### config.mk
export PLATFORM = sky130hd
export DESIGN_NAME = alu_seq
export DESIGN_NICKNAME = d
export VERILOG_FILES = /design/src/rtl/alu_seq.sv
export SDC_FILE = /design/constraint.sdc
export NUM_CORES = 1
export LEC_CHECK = 0
export ABC_AREA = 1
export CAP_MARGIN = 20
export CELL_PAD_IN_SITES_DETAIL_PLACEMENT = 1
export CELL_PAD_IN_SITES_GLOBAL_PLACEMENT = 2
export CORE_ASPECT_RATIO = 0.9
export CORE_MARGIN = 2
export CORE_UTILIZATION = 32
export DETAILED_ROUTE_END_ITERATION = 8
export PLACE_DENSITY = 0.89
export SLEW_MARGIN = 20
export SYNTH_ARGS = -nofsm -noshare
export SYNTH_HDL_FRONTEND = slang
export SYNTH_SLANG_ARGS = --single-unit
### constraint.sdc
create_clock -name clk -period 4.3 [get_ports clk]
set_clock_uncertainty 0.2 [all_clocks]
set_input_delay 0.645 -clock clk [delete_from_list [all_inputs] [get_ports clk]]
set_output_delay 0.645 -clock clk [all_outputs]
set_load 0.02 [all_outputs]
### src/rtl/alu_seq.sv
// Command sequencer in front of an 8-bit combinational ALU: 4x8 register file,
// valid/ready command intake, and a shift-and-add multiply built from ADD/SHL.
module alu_seq (
    input  logic       clk,
    input  logic       rst,
    input  logic       cmd_vld,
    output logic       cmd_rdy,
    input  logic [2:0] cmd_op,
    input  logic [1:0] cmd_dst,
    input  logic [1:0] cmd_srcA,
    input  logic [1:0] cmd_srcB,
    input  logic [7:0] cmd_imm,
    output logic [7:0] alu_A,
    output logic [7:0] alu_B,
    output logic [1:0] alu_mode,
    input  logic [7:0] alu_Y,
    output logic [7:0] res,
    output logic       res_vld
);

    typedef enum logic [1:0] {
        IDLE    = 2'd0,
        EXEC    = 2'd1,
        MUL_ADD = 2'd2,
        MUL_SHL = 2'd3
    } state_t;

    typedef enum logic [2:0] {
        OP_SRA  = 3'b000,
        OP_SHL  = 3'b001,
        OP_ADD  = 3'b010,
        OP_SUB  = 3'b011,
        OP_LDI  = 3'b100,
        OP_MUL  = 3'b101,
        OP_NOP0 = 3'b110,
        OP_NOP1 = 3'b111
    } op_t;

    localparam logic [1:0] MODE_SHL = 2'b01;
    localparam logic [1:0] MODE_ADD = 2'b10;

    state_t     state;
    op_t        op;
    logic [1:0] dst;
    logic [7:0] imm;
    logic [7:0] op_a;
    logic [7:0] op_b;
    logic [7:0] acc;
    logic [7:0] mcand;
    logic [7:0] mplier;
    logic [2:0] cnt;
    logic [7:0] rf [4];

    assign cmd_rdy = (state == IDLE);

    // ALU drive is a pure function of registered state, so it is glitch-free per cycle.
    always_comb begin
        alu_A    = '0;
        alu_B    = '0;
        alu_mode = 2'b00;
        case (state)
            EXEC: begin
                if (op inside {OP_SRA, OP_SHL, OP_ADD, OP_SUB}) begin
                    alu_mode = 2'(op);
                    alu_A    = op_a;
                    alu_B    = op_b;
                end
            end
            MUL_ADD: begin
                alu_mode = MODE_ADD;
                alu_A    = acc;
                alu_B    = mcand;
            end
            MUL_SHL: begin
                alu_mode = MODE_SHL;
                alu_A    = acc;
                alu_B    = mcand;
            end
            default: ;
        endcase
    end

    always_ff @(posedge clk or posedge rst) begin
        if (rst) begin
            state   <= IDLE;
            op      <= OP_NOP0;
            dst     <= '0;
            imm     <= '0;
            op_a    <= '0;
            op_b    <= '0;
            acc     <= '0;
            mcand   <= '0;
            mplier  <= '0;
            cnt     <= '0;
            res     <= '0;
            res_vld <= 1'b0;
            for (int unsigned i = 0; i < 4; i++) begin
                rf[i] <= '0;
            end
        end else begin
            res_vld <= 1'b0;
            case (state)
                IDLE: begin
                    if (cmd_vld) begin
                        op   <= op_t'(cmd_op);
                        dst  <= cmd_dst;
                        imm  <= cmd_imm;
                        op_a <= rf[cmd_srcA];
                        op_b <= rf[cmd_srcB];
                        if (op_t'(cmd_op) == OP_MUL) begin
                            acc    <= '0;
                            mcand  <= rf[cmd_srcA];
                            mplier <= rf[cmd_srcB];
                            cnt    <= '0;
                            state  <= MUL_ADD;
                        end else begin
                            state <= EXEC;
                        end
                    end
                end
                EXEC: begin
                    case (op)
                        OP_SRA, OP_SHL, OP_ADD, OP_SUB: begin
                            rf[dst] <= alu_Y;
                            res     <= alu_Y;
                        end
                        OP_LDI: begin
                            rf[dst] <= imm;
                            res     <= imm;
                        end
                        default: res <= '0;
                    endcase
                    res_vld <= 1'b1;
                    state   <= IDLE;
                end
                MUL_ADD: begin
                    if (mplier[0]) begin
                        acc <= alu_Y;
                    end
                    state <= MUL_SHL;
                end
                MUL_SHL: begin
                    mcand  <= alu_Y;
                    mplier <= mplier >> 1;
                    cnt    <= cnt + 3'd1;
                    if (cnt == 3'd7) begin
                        rf[dst] <= acc;
                        res     <= acc;
                        res_vld <= 1'b1;
                        state   <= IDLE;
                    end else begin
                        state <= MUL_ADD;
                    end
                end
                default: state <= IDLE;
            endcase
        end
    end

endmodule

Word level (Yosys, flattened, before mapping):

Cells that the tools add are included.

* $lt $le $gt $ge: 4
* reductions and logical operators: 14
* mux-type cells: 42
* equality and inequality tests: 14
* bitwise operators: 3
* add/sub/neg operators: 1

Operators with widths (count)
* $pmux W32 S2: 2
* $mux W8: 15
* $pmux W8 S2: 7
* $bwmux W32: 3
* $bmux W8 S2: 2
* $mux W32: 1
* $demux W8 S2: 1
* $eq A3 B3 Y1 const B: 3
* $ge A3 B3 Y1 const B: 3
* $not A2 Y3: 3
* $mux W2: 4
* $pmux W2 S4: 1
* $eq A3 B2 Y1 const B: 2
* $mux W3: 2
* $ne A2 B2 Y1 const B: 3
* $pmux W2 S3: 1
* $pmux W3 S2: 1
* $reduce_and A3 Y1: 2
* $reduce_bool A2 Y1: 3
* $eq A2 B2 Y1 const B: 2
* $reduce_and A2 Y1: 2
* $reduce_and A4 Y1: 1
* $reduce_bool A4 Y1: 1
* $reduce_or A4 Y1: 1
* 12 further kinds: 12

* input bits: 28
* register bits after elaboration: 99
* word-level logic and storage cells: 94
* output and inout bits: 28

Logic depth before layout (Yosys ltp):

Gate-level depths: netlist (run 1).

* depth in word-level cells: 8
* gate-level depth with buffers: 9
* mapped depth without buffers: 9

Worst setup path before layout (run 1):

Ideal clock, no wire load.

* path type: reg-to-output
* start: register op[2]
* end: output alu_B[7]
* arrival: 1.372 ns
* stages on the path, launching flop included: 5
* setup slack: 2.083 ns
* required time: 3.455 ns
* cell sequence: dfstp_2 > buf_4 > clkinv_1 > buf_2 > a32o_1

* word-level cells in the longest chain between the ends: 4
* elaborated cells on any way between the ends: 7

Ends and longest elaborated chain
* from (decl): line 43 `op_t op;`
* from (signal assigned): line 105 `op <= op_t'(cmd_op);`
* $eq A3 B1 Y1, or another cell as far along: line 63 `if (op inside {OP_SRA, OP_SHL, OP_ADD, OP_SUB}) begin`
* $reduce_bool A4 Y1 (*): line 63
* $mux W8 (*): line 63
* $pmux W8 S2 (*): line 61 `case (state)`
* to (decl): line 14 `output logic [7:0] alu_B,`

Every way passes the cells marked *; elsewhere a longest branch is shown, timed or not.

Worst setup path after layout (run 1):

* start: register op[2]
* end: output alu_B[5]

Same word-level chain as after synthesis.

==> results of run 1 <==
## worst max-delay path, stage by stage, from the launching register on
cell	delay, ns
dfstp_2	0.76
clkinv_1	0.49
a32o_1	0.43
clkdlybuf4s50_1	0.54
## worst max path at each step
stage,slack [ns],from,end,cells after the start
final,0.87,op[2]$_DFFE_PP1P_,alu_B[5],3
after CTS,0.85,op[2]$_DFFE_PP1P_,alu_B[0],3
after global placement,1.24,cmd_srcB[0],mplier[7]$_DFFE_PP0P_,8
after floorplan,0.87,rst,acc[0]$_DFFE_PP0P_,1
after global routing,0.71,op[2]$_DFFE_PP1P_,alu_B[5],3
after detailed placement,1.16,cmd_srcB[0],mplier[1]$_DFFE_PP0P_,8
## sequential cells by signal (all words and copies together) (netlist names)
name	flops
rf	32
imm	8
mplier	8
acc	8
op_a	8
mcand	8
state	2
res_vld	1
op_b	8
cnt	3
res	8
dst	2
op	3
## synth_stat cells
library cell / count / area [µm²]
nor2_1: 36 / 135.1
dfstp_2: 2 / 52.55
a32o_1: 8 / 80.08
o21ai_1: 5 / 25.02
o21ai_2: 1 / 8.760
nor2_2: 6 / 37.54
nand3_4: 1 / 17.52
nand2_1: 363 / 1363
o31ai_1: 2 / 15.01
inv_1: 38 / 142.6
clkbuf_1: 12 / 45.04
nand3_1: 57 / 285.3
buf_4: 4 / 30.03
nor3_1: 1 / 5.000
nand4_4: 1 / 21.27
buf_2: 12 / 60.06
nand2_4: 4 / 45.04
ha_1: 2 / 25.02
o211ai_1: 1 / 7.510
inv_2: 5 / 18.77
nor2_4: 2 / 22.52
o21ai_0: 40 / 200.2
a211oi_1: 1 / 7.510
buf_6: 2 / 22.52
clkinv_1: 2 / 7.510
dfrtp_1: 97 / 2427
nor2_8: 1 / 20.02
nand2_2: 1 / 6.260
a21oi_1: 10 / 50.05
## power by group through the flow
| stage | clock network [µW] | logic [µW] | registers (µW) |
|---|---|---|---|
| 6_report | 907 | 1930 | 1750 |
| 5_1_grt | 964 | 2170 | 1800 |
| 4_1_cts | 928 | 1950 | 1750 |
| 3_5_place_dp | 0 | 1930 | 1760 |
| 3_3_place_gp | 0 | 1860 | 1730 |
| 2_1_floorplan | 0 | 1300 | 1670 |
## logic make-up after synthesis
kind of cell | synth area share, %
AND/OR/NAND/NOR | 37.77
adder cells (fa/ha/maj) | 0.4827
AO/OA/AOI/OAI | 7.603
buffers and inverters | 6.300
flip-flops | 47.84
## final cells by class
type,instances,area (µm²)
Multi-Input combinational cell,543,2377
Tap cell,207,259.0
Timing Repair Buffer,60,588.1
Inverter,45,171.4
Sequential cell,99,2480
Clock buffer,11,252.7
Fill cell,1975,9817
Clock inverter,5,75.07
## metal layers
metal	wire (µm)	up-vias	global-route usage, %
met5	0	-	0
met4	277	0	7.443
met3	732	17	2.922
met2	7977	89	32.21
met1	8074	2448	28.15
li1	-	2330	-
## stage by stage
step                hold slack (ns)  cell area, µm²  util (%)  power, µW  instances
CTS                          0.2896            6203     38.72       4622        970
floorplan                    0.2459            5184         -       2965        717
finish                       0.2848            6203     38.72       4584        970
global placement             0.2591            5876     36.68       3591        954
global route                 0.3097            6203     38.72       4934        970
detailed placement           0.2702            5876     36.68       3693        954
## layout by cell type (no fill, tap or decap), types with 8 or more instances in the layout
master           count
o21ai_0             40
a32o_1               8
nand2_1            363
a21oi_1             10
inv_1               37
nor2_1              36
clkdlybuf4s50_1     55
clkbuf_16            9
dfrtp_1             97
nand3_1             57
==> flow_summary.toml, run 1 <==
[run_status]
status = "finished clean"

[timing]
finalHoldViolCount = 0
worstMarginPinSlew_ns = 0.7861
setup_viol = 0
fin_tns_setup_ns = 0
fin_crit_sh_pct = 79.68
rsz0062_at_grt = "no"
fin_ws_ns = 0.8739
period_minus_slack_ns = 3.426
timing.fmax_mhz = 291.9
report.final.slew_viol_count = 0
maxSlewHeadroom_pct = 47.60

[clock_tree]
cts_max_path_buffers = 2
cts.sinks = 99
cts_tree = "done"
clk_transition_reported_paths_ns = 0.07
worst_skew_pair.late_latency_ns = 0.36
ctsResizeCount = 0
post-cts-setup-buffer-count = 0
cts-root-buf = "clkbuf_16"
cts_buffers = 9
htree_levels = 3
hold_buffers = 0

[setup_path]
cp_max_fo = 21
r2r_slack_ns = 1.60
crit_path_start_kind = "flop"
worstReg2RegEnd = "mplier[1]$_DFFE_PP0P_"
cp_data_arrival_time_ns = 2.58
endpoint_kind = "primary output"
cp_data_required_time_ns = 3.45
r2r_cells = 7
critical_path_class = "reg -> out"
r2r-start = "state[1]$_DFFE_PP0P_"

[power]
power_leakage_uw = 0.003154
switching_share_pct = 43.01
switchingPower_uw = 1972
power_frac_clock_pct = 19.8
p_per_area_nw_per_um2 = 738.9
p_int_uw = 2612
pwr-share-seq_pct = 38.2
ir_drop_v = 0.0002813
p_comb_share_pct = 42.1

[synth]
syn-mean-instance-area_um2 = 7.230
synth_nets = 747
ys_seq_elements = 99
synth_area_um2 = 5184
yosysWarnings = 0
seq_area_frac_synth_pct = 47.84
netlist_instances = 717
yosysUniqueCellTypes = 29

[floorplan]
rows = 44
die_y_um = 124.7
core-area_um2 = 16020
start_util_pct = 32.36
die_w_um = 138.2
die-area_um2 = 17230
io_pins = 56

[min_path]
hold_path.class = "reg -> reg"
holdCritStartpoint = "mplier[5]$_DFFE_PP0P_"
min_to = "mplier[5]$_DFFE_PP0P_"
hold_depth = 2

[global_routing]
track_usage_pct = 20.26
grt_overflow_total = 0
grt_pass1_vias = 4922
grt_max_degree = 63
antenna_found_initial = 0
grt_pass1_wl_mm = 27.40

[route]
vias = 4884
drt.antenna.violating_nets = 0
drt_first_pass_iters = 4
wirelength_mm = 17.06
remaining_drc_errors = 0
viasPerCell = 5.035
drt_iter0_markers = 277
wl_per_cell_um = 17.59

[final_layout]
antenna_cells = 0
syn_to_final_growth_pct = 19.67
drive_gt1_share_pct = 6.029
nNetsFinal = 788

[placement]
gp_congestion = 0.8433
pre_cts_ws_ns = 1.155
port_buffers = 55
hpwl_mm = 12.55

[job]
maxCapViolations = 0
Note: power is estimated with default switching activity, not from simulation.
==> run 2: changes to the inputs <==
--- a/config.mk
+++ b/config.mk
@@ -11,9 +11,9 @@
 export CELL_PAD_IN_SITES_GLOBAL_PLACEMENT = 2
 export CORE_ASPECT_RATIO = 0.9
 export CORE_MARGIN = 2
-export CORE_UTILIZATION = 32
+export CORE_UTILIZATION = 29
 export DETAILED_ROUTE_END_ITERATION = 8
-export PLACE_DENSITY = 0.89
+export PLACE_DENSITY = 0.86
 export SLEW_MARGIN = 20
 export SYNTH_ARGS = -nofsm -noshare
 export SYNTH_HDL_FRONTEND = slang
==> constraint.sdc (replaced) <==
create_clock -name clk -period 3 [get_ports clk]
set_clock_uncertainty 0.2 [all_clocks]
set_input_delay 0.45 -clock clk [delete_from_list [all_inputs] [get_ports clk]]
set_output_delay 0.45 -clock clk [all_outputs]
set_load 0.02 [all_outputs]
==> run 2 against run 1 <==
  * Design area rose by 1.4%
  * Setup slack got worse by 0.65 ns
  * Sequential cell count did not move
  * First-iteration DRC count fell by 4.3%
  * Register-to-register slack got worse by 1.0 ns
==> flow_summary.toml, run 2 (synthesis gave the netlist of run 1 again) <==
[timing]
report.final.slew_viol_count = 0
setup_viol = 0
rsz0062_at_grt = "no"
finalHoldViolCount = 0
timing.fmax_mhz = 360.8
fin_crit_sh_pct = 92.38
maxSlewHeadroom_pct = 59.78
period_minus_slack_ns = 2.771
fin_tns_setup_ns = 0
worstMarginPinSlew_ns = 0.6026
fin_ws_ns = 0.2286

[floorplan]
rows = 46
die_w_um = 144.9
start_util_pct = 29.53
io_pins = 56
core-area_um2 = 17550
die_y_um = 130.8
die-area_um2 = 18960

[power]
power_leakage_uw = 0.003161
ir_drop_v = 0.0002643
p_per_area_nw_per_um2 = 1031

[clock_tree]
cts.sinks = 99
cts_buffers = 9
cts_tree = "done"
worst_skew_pair.late_latency_ns = 0.36
post-cts-setup-buffer-count = 0
clk_transition_reported_paths_ns = 0.07
cts_max_path_buffers = 2
htree_levels = 3
cts-root-buf = "clkbuf_16"

[final_layout]
antenna_cells = 0
top_register = "rf"
largest_reg_flops = 32
nNetsFinal = 795
final_common_cell = "nand2_1"
drive_gt1_share_pct = 6.883
syn_to_final_growth_pct = 21.31
fin_area_um2 = 6289
layout_common_cells = "nand2_1, dfrtp_1, nand3_1"

[setup_path]
cp_data_arrival_time_ns = 2.12
startpoint = "state[0]$_DFFE_PP0P_"
r2r-start = "state[1]$_DFFE_PP0P_"
r2r_cells = 7
critical_path_class = "reg -> out"
worstReg2RegEnd = "mplier[3]$_DFFE_PP0P_"
endpoint_kind = "primary output"
r2r_slack_ns = 0.58
cp_data_required_time_ns = 2.35
crit_path_start_kind = "flop"
cp_max_fo = 17

[route]
vias = 4805
wl_per_cell_um = 16.69
wirelength_mm = 16.85
viasPerCell = 4.757
remaining_drc_errors = 0
drt_iter0_markers = 265
drt_first_pass_iters = 4
drt.antenna.violating_nets = 0

[global_routing]
antenna_found_initial = 0
grt_pass1_vias = 4905
track_usage_pct = 18.85
grt_overflow_total = 0
grt_max_degree = 48
grt_pass1_wl_mm = 27.49

[job]
maxCapViolations = 0

[placement]
pre_cts_ws_ns = 0.4269
postPlaceCellArea_um2 = 5996
gp_congestion = 0.8094
port_buffers = 55
hpwl_mm = 12.57

[run_status]
status = "finished clean"

[min_path]
hold_path.class = "in -> async"
[run 2: cell type report]
cell class,count,area [µm²]
fill,2176,11270
sequential,99,2481
multi-input combinational,543,2377
timing repair buffer,67,665.6
tap,240,300.3
clock buffer,11,232.7
inverter,45,176.4
clock inverter,5,55.05
[run 2: critical path, cell delays in order (launching register included)]
cell and delay, ns:
dfrtp_1 0.51, inv_2 0.14, nor2_8 0.26, nand3_1 0.11, o21ai_0 0.11, clkdlybuf4s50_1 0.64
[run 2: worst max-delay path by stage]
| stage | to | slack (ns) | depth (start not counted) |
|---|---|---|---|
| floorplan | alu_B[7] | 0.98 | 4 |
| global placement | alu_A[5] | 0.45 | 3 |
| detailed placement | alu_A[3] | 0.43 | 3 |
| CTS | alu_A[3] | 0.04 | 3 |
| global route | alu_mode[1] | 0.12 | 4 |
| finish | alu_A[3] | 0.23 | 5 |
[run 2: timing repair]
action,CTS,global route
resized for setup,0,2
setup endpoints to repair,0,17
hold buffers,0,0
[run 2: power by group]
group / switching (µW) / internal (µW)
logic: 1760 / 1020
registers: 557 / 1980
clock network: 521 / 645
total: 2840 / 3650
[run 2: metrics by stage]
stage	hold WS [ns]	utilization, %	std cells	power, µW
floorplan	0.2459	-	717	4251
global placement	0.2661	34.16	994	5273
detailed placement	0.2684	34.16	994	5349
CTS	0.2684	35.79	1010	6551
global route	0.2934	35.82	1010	7029
finish	0.2665	35.82	1010	6486
[run 2: metal layers]
layer  GRT usage [%]  up-vias  wire (µm)
li1                -     2347          -
met1           26.80     2381       8501
met2           29.61       63       7556
met3           3.507       14        574
met4           5.300        0        221
met5               0        -          0
